$ cat src/rtl/giraffe_pkg.sv
// Shared definitions for the Giraffe ADC sample packer: TX state encoding,
// default frame header byte and the data-byte framing rule.
package giraffe_pkg;

    typedef enum logic [2:0] {
        ST_IDLE,
        ST_HDR,
        ST_DATA,
        ST_CSUM,
        ST_WAIT_LO,
        ST_WAIT_HI
    } tx_state_e;

    localparam logic [7:0] SYNC_BYTE_DEF = 8'hC0;

    // Bit 7 of a data or checksum byte is always 0 so it can never alias the header.
    function automatic logic [7:0] data_byte(input logic [6:0] payload);
        return {1'b0, payload};
    endfunction

endpackage

$ cat src/rtl/packer_fifo.sv
// Sample FIFO for adc_sample_packer: binary pointers with a wrap bit,
// combinational head read, synchronous clear.
module packer_fifo #(
    parameter int DEPTH = 16,
    parameter int W     = 8
) (
    input  logic         clk,
    input  logic         nrst,
    input  logic         clr,
    input  logic         push,
    input  logic         pop,
    input  logic [W-1:0] wdata,
    output logic [W-1:0] rdata,
    output logic         full,
    output logic         empty
);
    localparam int AW = $clog2(DEPTH);

    logic [AW:0]  wptr_q, wptr_d, rptr_q, rptr_d;
    logic [W-1:0] mem_q [DEPTH];
    logic         wr_en, rd_en;

    assign full  = (wptr_q[AW] != rptr_q[AW]) && (wptr_q[AW-1:0] == rptr_q[AW-1:0]);
    assign empty = (wptr_q == rptr_q);
    assign wr_en = push & ~full;
    assign rd_en = pop & ~empty;
    assign rdata = mem_q[rptr_q[AW-1:0]];

    always_comb begin
        wptr_d = wptr_q + {{AW{1'b0}}, wr_en};
        rptr_d = rptr_q + {{AW{1'b0}}, rd_en};
        if (clr) begin
            wptr_d = '0;
            rptr_d = '0;
        end
    end

    always_ff @(posedge clk or negedge nrst) begin
        if (!nrst) begin
            wptr_q <= '0;
            rptr_q <= '0;
        end else begin
            wptr_q <= wptr_d;
            rptr_q <= rptr_d;
        end
    end

    // Storage needs no reset: the pointers alone define what is valid.
    always_ff @(posedge clk) begin
        if (wr_en) mem_q[wptr_q[AW-1:0]] <= wdata;
    end

endmodule

$ cat src/rtl/adc_sample_packer.sv
// ADC conversion-word capture and UART framer in the clk_adc domain.
// Define PACKER_CHECKSUM_EN to append a mod-128 checksum byte to every frame.
module adc_sample_packer
    import giraffe_pkg::*;
#(
    parameter int         NUM_bit       = 6,
    parameter int         UART_NUM_DATA = 8,
    parameter int         FIFO_DEPTH    = 16,
    parameter int         FRAME_LEN     = 256,
    parameter logic [7:0] SYNC_BYTE     = SYNC_BYTE_DEF
) (
    input  logic                     clk,
    input  logic                     nrst,
    input  logic                     cap_ena,
    input  logic                     adc_ack,
    input  logic [NUM_bit-1:0]       adc_dout,
    output logic                     uart_wreq,
    output logic [UART_NUM_DATA-1:0] uart_wdata,
    input  logic                     uart_rdy,
    output logic                     overflow,
    output logic                     frame_done,
    output logic [17:0]              cnt_frames
);
    logic [2:0]               ack_sync_q, ack_sync_d;
    logic                     cap_ena_q;
    logic                     restart, ack_rise, push, pop;
    logic                     fifo_full, fifo_empty;
    logic [UART_NUM_DATA-1:0] push_byte, fifo_rdata;

    tx_state_e                state_q, state_d, last_q, last_d;
    logic                     wreq_q, wreq_d, frame_done_q, frame_done_d;
    logic                     overflow_q, overflow_d;
    logic [UART_NUM_DATA-1:0] wdata_q, wdata_d;
    logic [15:0]              sample_cnt_q, sample_cnt_d;
    logic [17:0]              cnt_frames_q, cnt_frames_d;
`ifdef PACKER_CHECKSUM_EN
    logic [6:0]               sum_q, sum_d;
`endif

    // Stages 0/1 synchronize the async strobe; stage 2 is the edge-detect history.
    assign ack_sync_d = {ack_sync_q[1:0], adc_ack};
    assign ack_rise   = ack_sync_q[1] & ~ack_sync_q[2];
    assign restart    = cap_ena & ~cap_ena_q;
    assign push       = ack_rise & cap_ena & ~restart;
    assign push_byte  = UART_NUM_DATA'(data_byte(7'(adc_dout)));
    assign overflow_d = restart ? 1'b0 : (overflow_q | (push & fifo_full));

    packer_fifo #(
        .DEPTH (FIFO_DEPTH),
        .W     (UART_NUM_DATA)
    ) u_fifo (
        .clk   (clk),
        .nrst  (nrst),
        .clr   (restart),
        .push  (push),
        .pop   (pop),
        .wdata (push_byte),
        .rdata (fifo_rdata),
        .full  (fifo_full),
        .empty (fifo_empty)
    );

    always_comb begin
        state_d      = state_q;
        last_d       = last_q;
        wreq_d       = 1'b0;
        wdata_d      = wdata_q;
        frame_done_d = 1'b0;
        sample_cnt_d = sample_cnt_q;
        cnt_frames_d = cnt_frames_q;
        pop          = 1'b0;
`ifdef PACKER_CHECKSUM_EN
        sum_d        = sum_q;
`endif
        if (restart) begin
            state_d      = ST_IDLE;
            sample_cnt_d = '0;
            cnt_frames_d = '0;
`ifdef PACKER_CHECKSUM_EN
            sum_d        = '0;
`endif
        end else begin
            case (state_q)
                ST_IDLE: if (!fifo_empty) state_d = ST_HDR;
                ST_HDR: if (uart_rdy) begin
                    wreq_d  = 1'b1;
                    wdata_d = UART_NUM_DATA'(SYNC_BYTE);
                    last_d  = ST_HDR;
                    state_d = ST_WAIT_LO;
`ifdef PACKER_CHECKSUM_EN
                    sum_d   = '0;
`endif
                end
                ST_DATA: if (uart_rdy && !fifo_empty) begin
                    pop          = 1'b1;
                    wreq_d       = 1'b1;
                    wdata_d      = fifo_rdata;
                    sample_cnt_d = sample_cnt_q + 16'd1;
                    last_d       = ST_DATA;
                    state_d      = ST_WAIT_LO;
`ifdef PACKER_CHECKSUM_EN
                    sum_d        = sum_q + fifo_rdata[6:0];
`endif
                end
`ifdef PACKER_CHECKSUM_EN
                ST_CSUM: if (uart_rdy) begin
                    wreq_d  = 1'b1;
                    wdata_d = UART_NUM_DATA'(data_byte(sum_q));
                    last_d  = ST_CSUM;
                    state_d = ST_WAIT_LO;
                end
`endif
                ST_WAIT_LO: if (!uart_rdy) state_d = ST_WAIT_HI;
                ST_WAIT_HI: if (uart_rdy) begin
                    if (last_q == ST_HDR ||
                        (last_q == ST_DATA && sample_cnt_q != 16'(FRAME_LEN)))
                        state_d = ST_DATA;
`ifdef PACKER_CHECKSUM_EN
                    else if (last_q == ST_DATA)
                        state_d = ST_CSUM;
`endif
                    else begin
                        frame_done_d = 1'b1;
                        cnt_frames_d = cnt_frames_q + 18'd1;
                        sample_cnt_d = '0;
                        state_d      = ST_IDLE;
                    end
                end
                default: state_d = ST_IDLE;
            endcase
        end
    end

    always_ff @(posedge clk or negedge nrst) begin
        if (!nrst) begin
            ack_sync_q   <= '0;
            cap_ena_q    <= 1'b0;
            state_q      <= ST_IDLE;
            last_q       <= ST_IDLE;
            wreq_q       <= 1'b0;
            wdata_q      <= '0;
            frame_done_q <= 1'b0;
            overflow_q   <= 1'b0;
            sample_cnt_q <= '0;
            cnt_frames_q <= '0;
`ifdef PACKER_CHECKSUM_EN
            sum_q        <= '0;
`endif
        end else begin
            ack_sync_q   <= ack_sync_d;
            cap_ena_q    <= cap_ena;
            state_q      <= state_d;
            last_q       <= last_d;
            wreq_q       <= wreq_d;
            wdata_q      <= wdata_d;
            frame_done_q <= frame_done_d;
            overflow_q   <= overflow_d;
            sample_cnt_q <= sample_cnt_d;
            cnt_frames_q <= cnt_frames_d;
`ifdef PACKER_CHECKSUM_EN
            sum_q        <= sum_d;
`endif
        end
    end

    assign uart_wreq  = wreq_q;
    assign uart_wdata = wdata_q;
    assign overflow   = overflow_q;
    assign frame_done = frame_done_q;
    assign cnt_frames = cnt_frames_q;

endmodule
$ cat config.mk
export PLATFORM = sky130hd
export DESIGN_NAME = adc_sample_packer
export DESIGN_NICKNAME = d
export VERILOG_FILES = /design/src/rtl/giraffe_pkg.sv /design/src/rtl/packer_fifo.sv /design/src/rtl/adc_sample_packer.sv
export SDC_FILE = /design/constraint.sdc
export NUM_CORES = 1
export LEC_CHECK = 0
export ABC_AREA = 1
export BUFFER_PORTS_ARGS = -buffer_cell sky130_fd_sc_hd__buf_2
export CORE_UTILIZATION = 43
export CTS_CLUSTER_DIAMETER = 150
export CTS_CLUSTER_SIZE = 20
export DETAILED_ROUTE_END_ITERATION = 8
export PLACE_DENSITY = 0.68
export SKIP_CTS_REPAIR_TIMING = 1
export SYNTH_ARGS = -nofsm -noshare
export SYNTH_HDL_FRONTEND = slang
export SYNTH_SLANG_ARGS = --single-unit
export TNS_END_PERCENT = 30
$ cat constraint.sdc
create_clock -name clk -period 2.58 [get_ports clk]
set_clock_uncertainty 0.05 [all_clocks]
set_input_delay 0.258 -clock clk [delete_from_list [all_inputs] [get_ports clk]]
set_output_delay 0.258 -clock clk [all_outputs]
set_load 0.01 [all_outputs]
* Yosys cells after proc, flatten, opt, wreduce, memory -nomap -nowiden
Memory sizes are Yosys's and may differ from the RTL's.
Index checks and enable logic that the tools add are counted.
** Storage, ports and cells
- Memories :: 1
- Memory bits (writable) :: 96
- Register bits after elaboration :: 65
- Output and inout bits :: 29
- Bits of input ports :: 11
** Operators by class
- Add/sub/neg operators :: 4
- Multiplexer cells :: 38
- Bitwise logic cells :: 13
- Reduce and logical (&&, ||, !) cells :: 14
- Equality and inequality tests :: 19
** Memory list
- u_fifo.mem_q :: words 16, bits a word 6, rd ports 1, clocked after memory_dff 0, wr ports 1, RTL line packer_fifo.sv:20 : logic [W-1:0] mem_q [DEPTH];
** Operators by type and width (count)
- $mux 18 :: 4
- $mux 16 :: 4
- $pmux 16 s2 :: 1
- $mux 3 :: 8
- $add 18x1->18 const B :: 1
- $ne 3x3->1 const B :: 6
- $add 16x1->16 const B :: 1
- $mux 8 :: 2
- $ne 16x9->1 const B :: 1
- $pmux 8 s2 :: 1
- $pmux 3 s5 :: 1
- $mux 1 :: 12
- $add 5x1->5 :: 2
- $mux 5 :: 2
- $reduce_and 4->1 :: 2
- $and 1x1->1 :: 7
- $eq 3x1->1 const B :: 2
- $eq 3x2->1 const B :: 2
- $eq 3x3->1 const B :: 2
- $ne 2x2->1 const B :: 3
- $pmux 3 s2 :: 1
- $reduce_bool 2->1 :: 3
- $eq 5x5->1 :: 1
- $not 1->1 :: 5
- 12 further kinds :: 14

* Depth between registers and ports, before layout
- Word-level depth :: 9
- Depth in mapped cells :: 14
- Mapped depth without buffers :: 13

* Modules after synthesis
A second synthesis with hierarchy kept.
** Second synthesis, totals
- Cell total of the unflattened synthesis :: 1001
- Area, all modules :: 9082.5 um^2
** By module, submodules not included
- packer_fifo :: times used 1, cells an instance 546, area each 5896.9 um^2
- adc_sample_packer :: times used 1, cells an instance 455, area each 3185.6 um^2

* Worst setup path before layout
No wires, ideal clock.
- Path kind :: register to register
- Start point :: register u_fifo.rptr_q[1]
- End point :: register u_fifo.rptr_q[4]
- Period minus slack after synthesis :: 2052 ps
- Stages on the path, launching flop included :: 14
- Setup slack :: 528 ps
- Arrival :: 1870 ps
- Cells stage by stage :: dfrtp_1 buf_4 nand2_2 nand2_2 nor2_4 nand3_4 nand3_4 inv_2 buf_4 ha_1 ha_1 nand3_1 xor2_1 nor2_1
** On the way
- Longest elaborated chain between the ends :: 9
- Elaborated cells on any way between the ends :: 10
** RTL lines
- from (decl) :: RTL line packer_fifo.sv:19 : logic [AW:0] wptr_q, wptr_d, rptr_q, rptr_d;
- from (signal assigned) :: RTL line packer_fifo.sv:44 : rptr_q <= rptr_d;
- $eq 5x5->1 :: RTL line packer_fifo.sv:24 : assign empty = (wptr_q == rptr_q);
- $logic_not 1->1 :: RTL line adc_sample_packer.sv:94 : ST_DATA: if (uart_rdy && !fifo_empty) begin
- $logic_and 1x1->1 :: RTL line adc_sample_packer.sv:94
- $mux 1 :: RTL line adc_sample_packer.sv:94
- $mux 1 :: RTL line adc_sample_packer.sv:83 : case (state_q)
- $mux 1 :: RTL line adc_sample_packer.sv:75 : if (restart) begin
- $and 1x1->1 :: RTL line packer_fifo.sv:26 : assign rd_en = pop & ~empty;
- $add 5x1->5 * :: RTL line packer_fifo.sv:31 : rptr_d = rptr_q + {{AW{1'b0}}, rd_en};
- $mux 5 * :: RTL line packer_fifo.sv:32 : if (clr) begin
- net u_fifo.rptr_d[4] :: RTL line packer_fifo.sv:19
The timed path passes the listed nets; every way through them passes the cells marked *.
A chain may end at the register's enable or synchronous reset.

* Final worst setup path
- Start point :: register u_fifo.rptr_q[3]
- End point :: memory u_fifo.mem_q[2][2] (netlist bit) (enable)
** On the way
- Longest elaborated chain between the ends :: 6
** RTL lines
- $eq 4x4->1 :: RTL line packer_fifo.sv:23 : assign full = (wptr_q[AW] != rptr_q[AW]) && (wptr_q[AW-1:0] == rptr_q[AW-1:0]);
- $logic_and 1x1->1 :: RTL line packer_fifo.sv:23
- $not 1->1 :: RTL line packer_fifo.sv:25 : assign wr_en = push & ~full;
- $and 1x1->1 :: RTL line packer_fifo.sv:25
- $mux 1 :: RTL line packer_fifo.sv:50 : if (wr_en) mem_q[wptr_q[AW-1:0]] <= wdata;
- $mux 1 (not written as such) :: RTL line packer_fifo.sv:50
- to (decl) :: RTL line packer_fifo.sv:20
No other way between the ends.

==> flow_metrics.tcl <==
set metrics [dict create \
    seq_area_frac_synth 0.582 \
    part_of_the_cycle_the_worst_path_needs 0.896 \
    placed_area_sq_mm 0.00804 \
    setup_viol 0 \
    floorplan.initialDensity 0.441 \
    first_global_vias 5212 \
    global_route.peak_usage_layer "met2" \
    avgSynthCellArea_sq_um 9.50 \
    postRouteAntennaNets 0 \
    synth.top_cell.area_share 0.378 \
    final_cell_utilization_of_the_core 0.502 \
    dpl.hpwl_mm 11.4 \
    dieHeight_um 135 \
    netlist_instances 802 \
    cts_tree "built" \
    wirelength_routed_mm 16.9 \
    met3_usage 0.0398 \
    routed_length_per_instance_um 15.6 \
    syn2layout_area_growth_pct 13.9 \
    synth.ff_latch_count 158 \
    finalMaxSlewViolations 0 \
    viasPerCell 5.15 \
    remaining_drc_errors 0 \
    clk_latency_ns 0.43 \
    postSynth.topFlopCell "sky130_fd_sc_hd__edfxtp_1" \
    synth.yosys.warnings 0 \
    finalNonFillerCells 1089 \
    power.share.combinational 0.118 \
    worst-slew-pin-transition_ns 0.617 \
    clkSinkCount 158 \
    initialDrtViolationCount 556 \
    synth_most_common_cell "sky130_fd_sc_hd__nand2_1" \
    power.density_cell_area_mw_per_mm2 714 \
    grt_use_met2 0.292 \
    internal_power_w 0.00457 \
    vias 5608 \
    crit_required_ns 2.59 \
    run_status "completed" \
    critical_path_class "flop to flop" \
    track_usage 0.197 \
    critical-path-top-cell-by-count "sky130_fd_sc_hd__nand2_1" \
    die_w_um 135 \
    clock_tree.htree_level_count 4 \
    unrepaired_setup_endpoints_after_global_routing "no" \
    crit_path_top_delay_cell "sky130_fd_sc_hd__dfrtp_1" \
    rows 48 \
    crit_family "simple AND/OR/NAND/NOR gates" \
    cpPeakStageDelay_ns 0.52 \
    hold_start "uart_rdy" \
    critical_path.n_buffers_inverters 2 \
    largest_buffer_count_on_any_clock_path 2 \
    hold_viol 0 \
    postSynth.asyncResetShare 0.392 \
    worstReg2RegStart "u_fifo.rptr_q[3]" \
    synth.top_cells.by_area "sky130_fd_sc_hd__edfxtp_1, sky130_fd_sc_hd__dfrtp_1, sky130_fd_sc_hd__nand2_1" \
    fmaxAchievable_mhz 433 \
    finalWorstPathRequiredPeriod_ns 2.31 \
    post_synth_edffs 96 \
    power.clock.fraction 0.417 \
    synth_cell_types 41 \
    sw_frac_of_total 0.263 \
    total_switching_power_w 0.00163 \
    cap_viol_max_count 0 \
    worstSetupStartpointType "flop" \
    synthesis.nets 820 \
    yosysTopAreaCell "sky130_fd_sc_hd__edfxtp_1" \
    core_area_sq_mm 0.0173 \
    synth.cells.most_frequent "sky130_fd_sc_hd__nand2_1, sky130_fd_sc_hd__nor2_1, sky130_fd_sc_hd__edfxtp_1" \
    critical_path.endpoint_type "flop" \
    worst-endpoint-arrival_ns 2.32 \
    wire_length_of_the_first_global_routing_pass_mm 27.2 \
    io-pin-count 40 \
    max_slew_margin 0.589 \
    final_design_area_no_fill_sq_mm 0.00868 \
    final.setup.tns_ns 0 \
    critical_path_peak_fanout 9 \
    gr-total-overflow 0 \
    drt_first_pass_iters 5 \
    power.sequential.fraction 0.465 \
    number_of_antenna_violations_at_the_first_check_in_global_routing 0 \
    worstSetupStartpoint "u_fifo.rptr_q[3]" \
    cts.root.buffer_cell "sky130_fd_sc_hd__clkbuf_16" \
    fraction_of_layout_cells_with_a_size_suffix_above_1 0.181 \
    fillerInstances 1595 \
    hold_path_class "input port to flop" \
    number_of_buffers_inserted_during_clock_tree_synthesis 17 \
    finish.net_count 869 \
    power.ir.vdd_worst_mv 0.475 \
    register_area_sq_mm 0.00443 \
    cts.reportedPaths.clkPinSlew_ns 0.06 \
    antenna_cells_inserted 0 \
    worstPathCellList "inv_4, nand2_1, nand2_1, nor2_4, nand3b_1, nand2_1, inv_1, nand3_1, nor2_1" \
    groute.layer.met1.usage 0.278 \
    static-leakage-power_nw 3.72 \
    floorplan.die_area_sq_mm 0.0183 \
    area_used_by_multi_input_combinational_logic_sq_mm 0.00274 \
    numPortBuffers 39 \
    mappedNetlistArea_sq_mm 0.00762 \
    dpl.cell_count 1054 \
    gpl.final_weighted_congestion 0.919 \
    grt_start_max_net_pins 41 \
]
-- worst reg2reg max path, delay by kind of cell (launching register included) --
| kind | cells | cell delay, ns |
|---|---|---|
| buffers and inverters | 2 | 0.30 |
| DFF | 1 | 0.52 |
| and+or+nand+nor | 7 | 1.09 |
-- sequential cells by signal, summed over array words and instances, names as in the netlist, 3 cells and up --
name / cells
uart_wdata: 7
u_fifo.mem_q: 96
sample_cnt_q: 16
u_fifo.rptr_q: 5
ack_sync_q: 3
u_fifo.wptr_q: 5
state_q: 3
cnt_frames: 18
-- cells in the final DEF (no fill, tap or decap), types with 7 or more instances in the layout --
master                        n
sky130_fd_sc_hd__a21oi_1     17
sky130_fd_sc_hd__buf_2       39
sky130_fd_sc_hd__buf_4       13
sky130_fd_sc_hd__clkbuf_16   17
sky130_fd_sc_hd__dfrtp_1     62
sky130_fd_sc_hd__edfxtp_1    96
sky130_fd_sc_hd__ha_1         7
sky130_fd_sc_hd__inv_1       62
sky130_fd_sc_hd__nand2_1    194
sky130_fd_sc_hd__nand2_2     28
sky130_fd_sc_hd__nand3_1     64
sky130_fd_sc_hd__nand4_1      9
sky130_fd_sc_hd__nor2_1     106
sky130_fd_sc_hd__o21ai_0     46
sky130_fd_sc_hd__o21ai_2     13
sky130_fd_sc_hd__xor2_1       8
-- per-layer routing --
metal  wire (um)  up-vias
li1            -     2767
met1        7720     2598
met4         429        0
met2        7660      206
met5           0        -
met3        1140       37
-- path summary, 6_finish.rpt --
check	endpoint	slack, ns	depth (start not counted)
hold reg to reg	ack_sync_q[1]	0.30	0
min in group asynchronous	uart_wdata[2]	0.34	2
hold / removal	uart_wreq	0.19	3
setup / recovery	u_fifo.mem_q[2][2]	0.27	9
max in group asynchronous	u_fifo.wptr_q[4]	1.53	3
setup reg to reg	u_fifo.mem_q[2][2]	0.27	9
-- cell families after synthesis --
kind of cell | Yosys count | share of synthesized area
AND/OR/NAND/NOR | 434 | 0.258
flip-flops | 158 | 0.582
buffers and inverters | 96 | 0.0585
AO/OA/AOI/OAI | 95 | 0.0759
XOR/XNOR | 12 | 0.0138
adder cells (fa/ha/maj) | 7 | 0.0115
-- metrics by stage --
step                power [W]  setup slack [ns]  hold WS (ns)
floorplan             0.00346             0.528       -0.0876
global placement      0.00365             0.349         0.257
detailed placement    0.00366             0.299         0.262
CTS                   0.00625             0.302        -0.191
global route          0.00646            0.0841         0.200
finish                0.00620             0.268         0.190
-- cell type report --
class                           count  share of cell area
Sequential cell                   158               0.511
Timing Repair Buffer               56              0.0395
Clock inverter                     15              0.0213
Multi-Input combinational cell    548               0.316
Clock buffer                       17              0.0490
Inverter                           70              0.0309
Tap cell                          225              0.0324
-- power groups by stage --
stage | logic [W] | registers, W | clock network (W)
2_1_floorplan | 0.000506 | 0.00295 | 0
3_3_place_gp | 0.000724 | 0.00293 | 0
3_5_place_dp | 0.000731 | 0.00293 | 0
4_1_cts | 0.000735 | 0.00288 | 0.00264
5_1_grt | 0.000827 | 0.00290 | 0.00274
6_report | 0.000732 | 0.00288 | 0.00258
No activity file was read; power rests on OpenSTA's default activity.
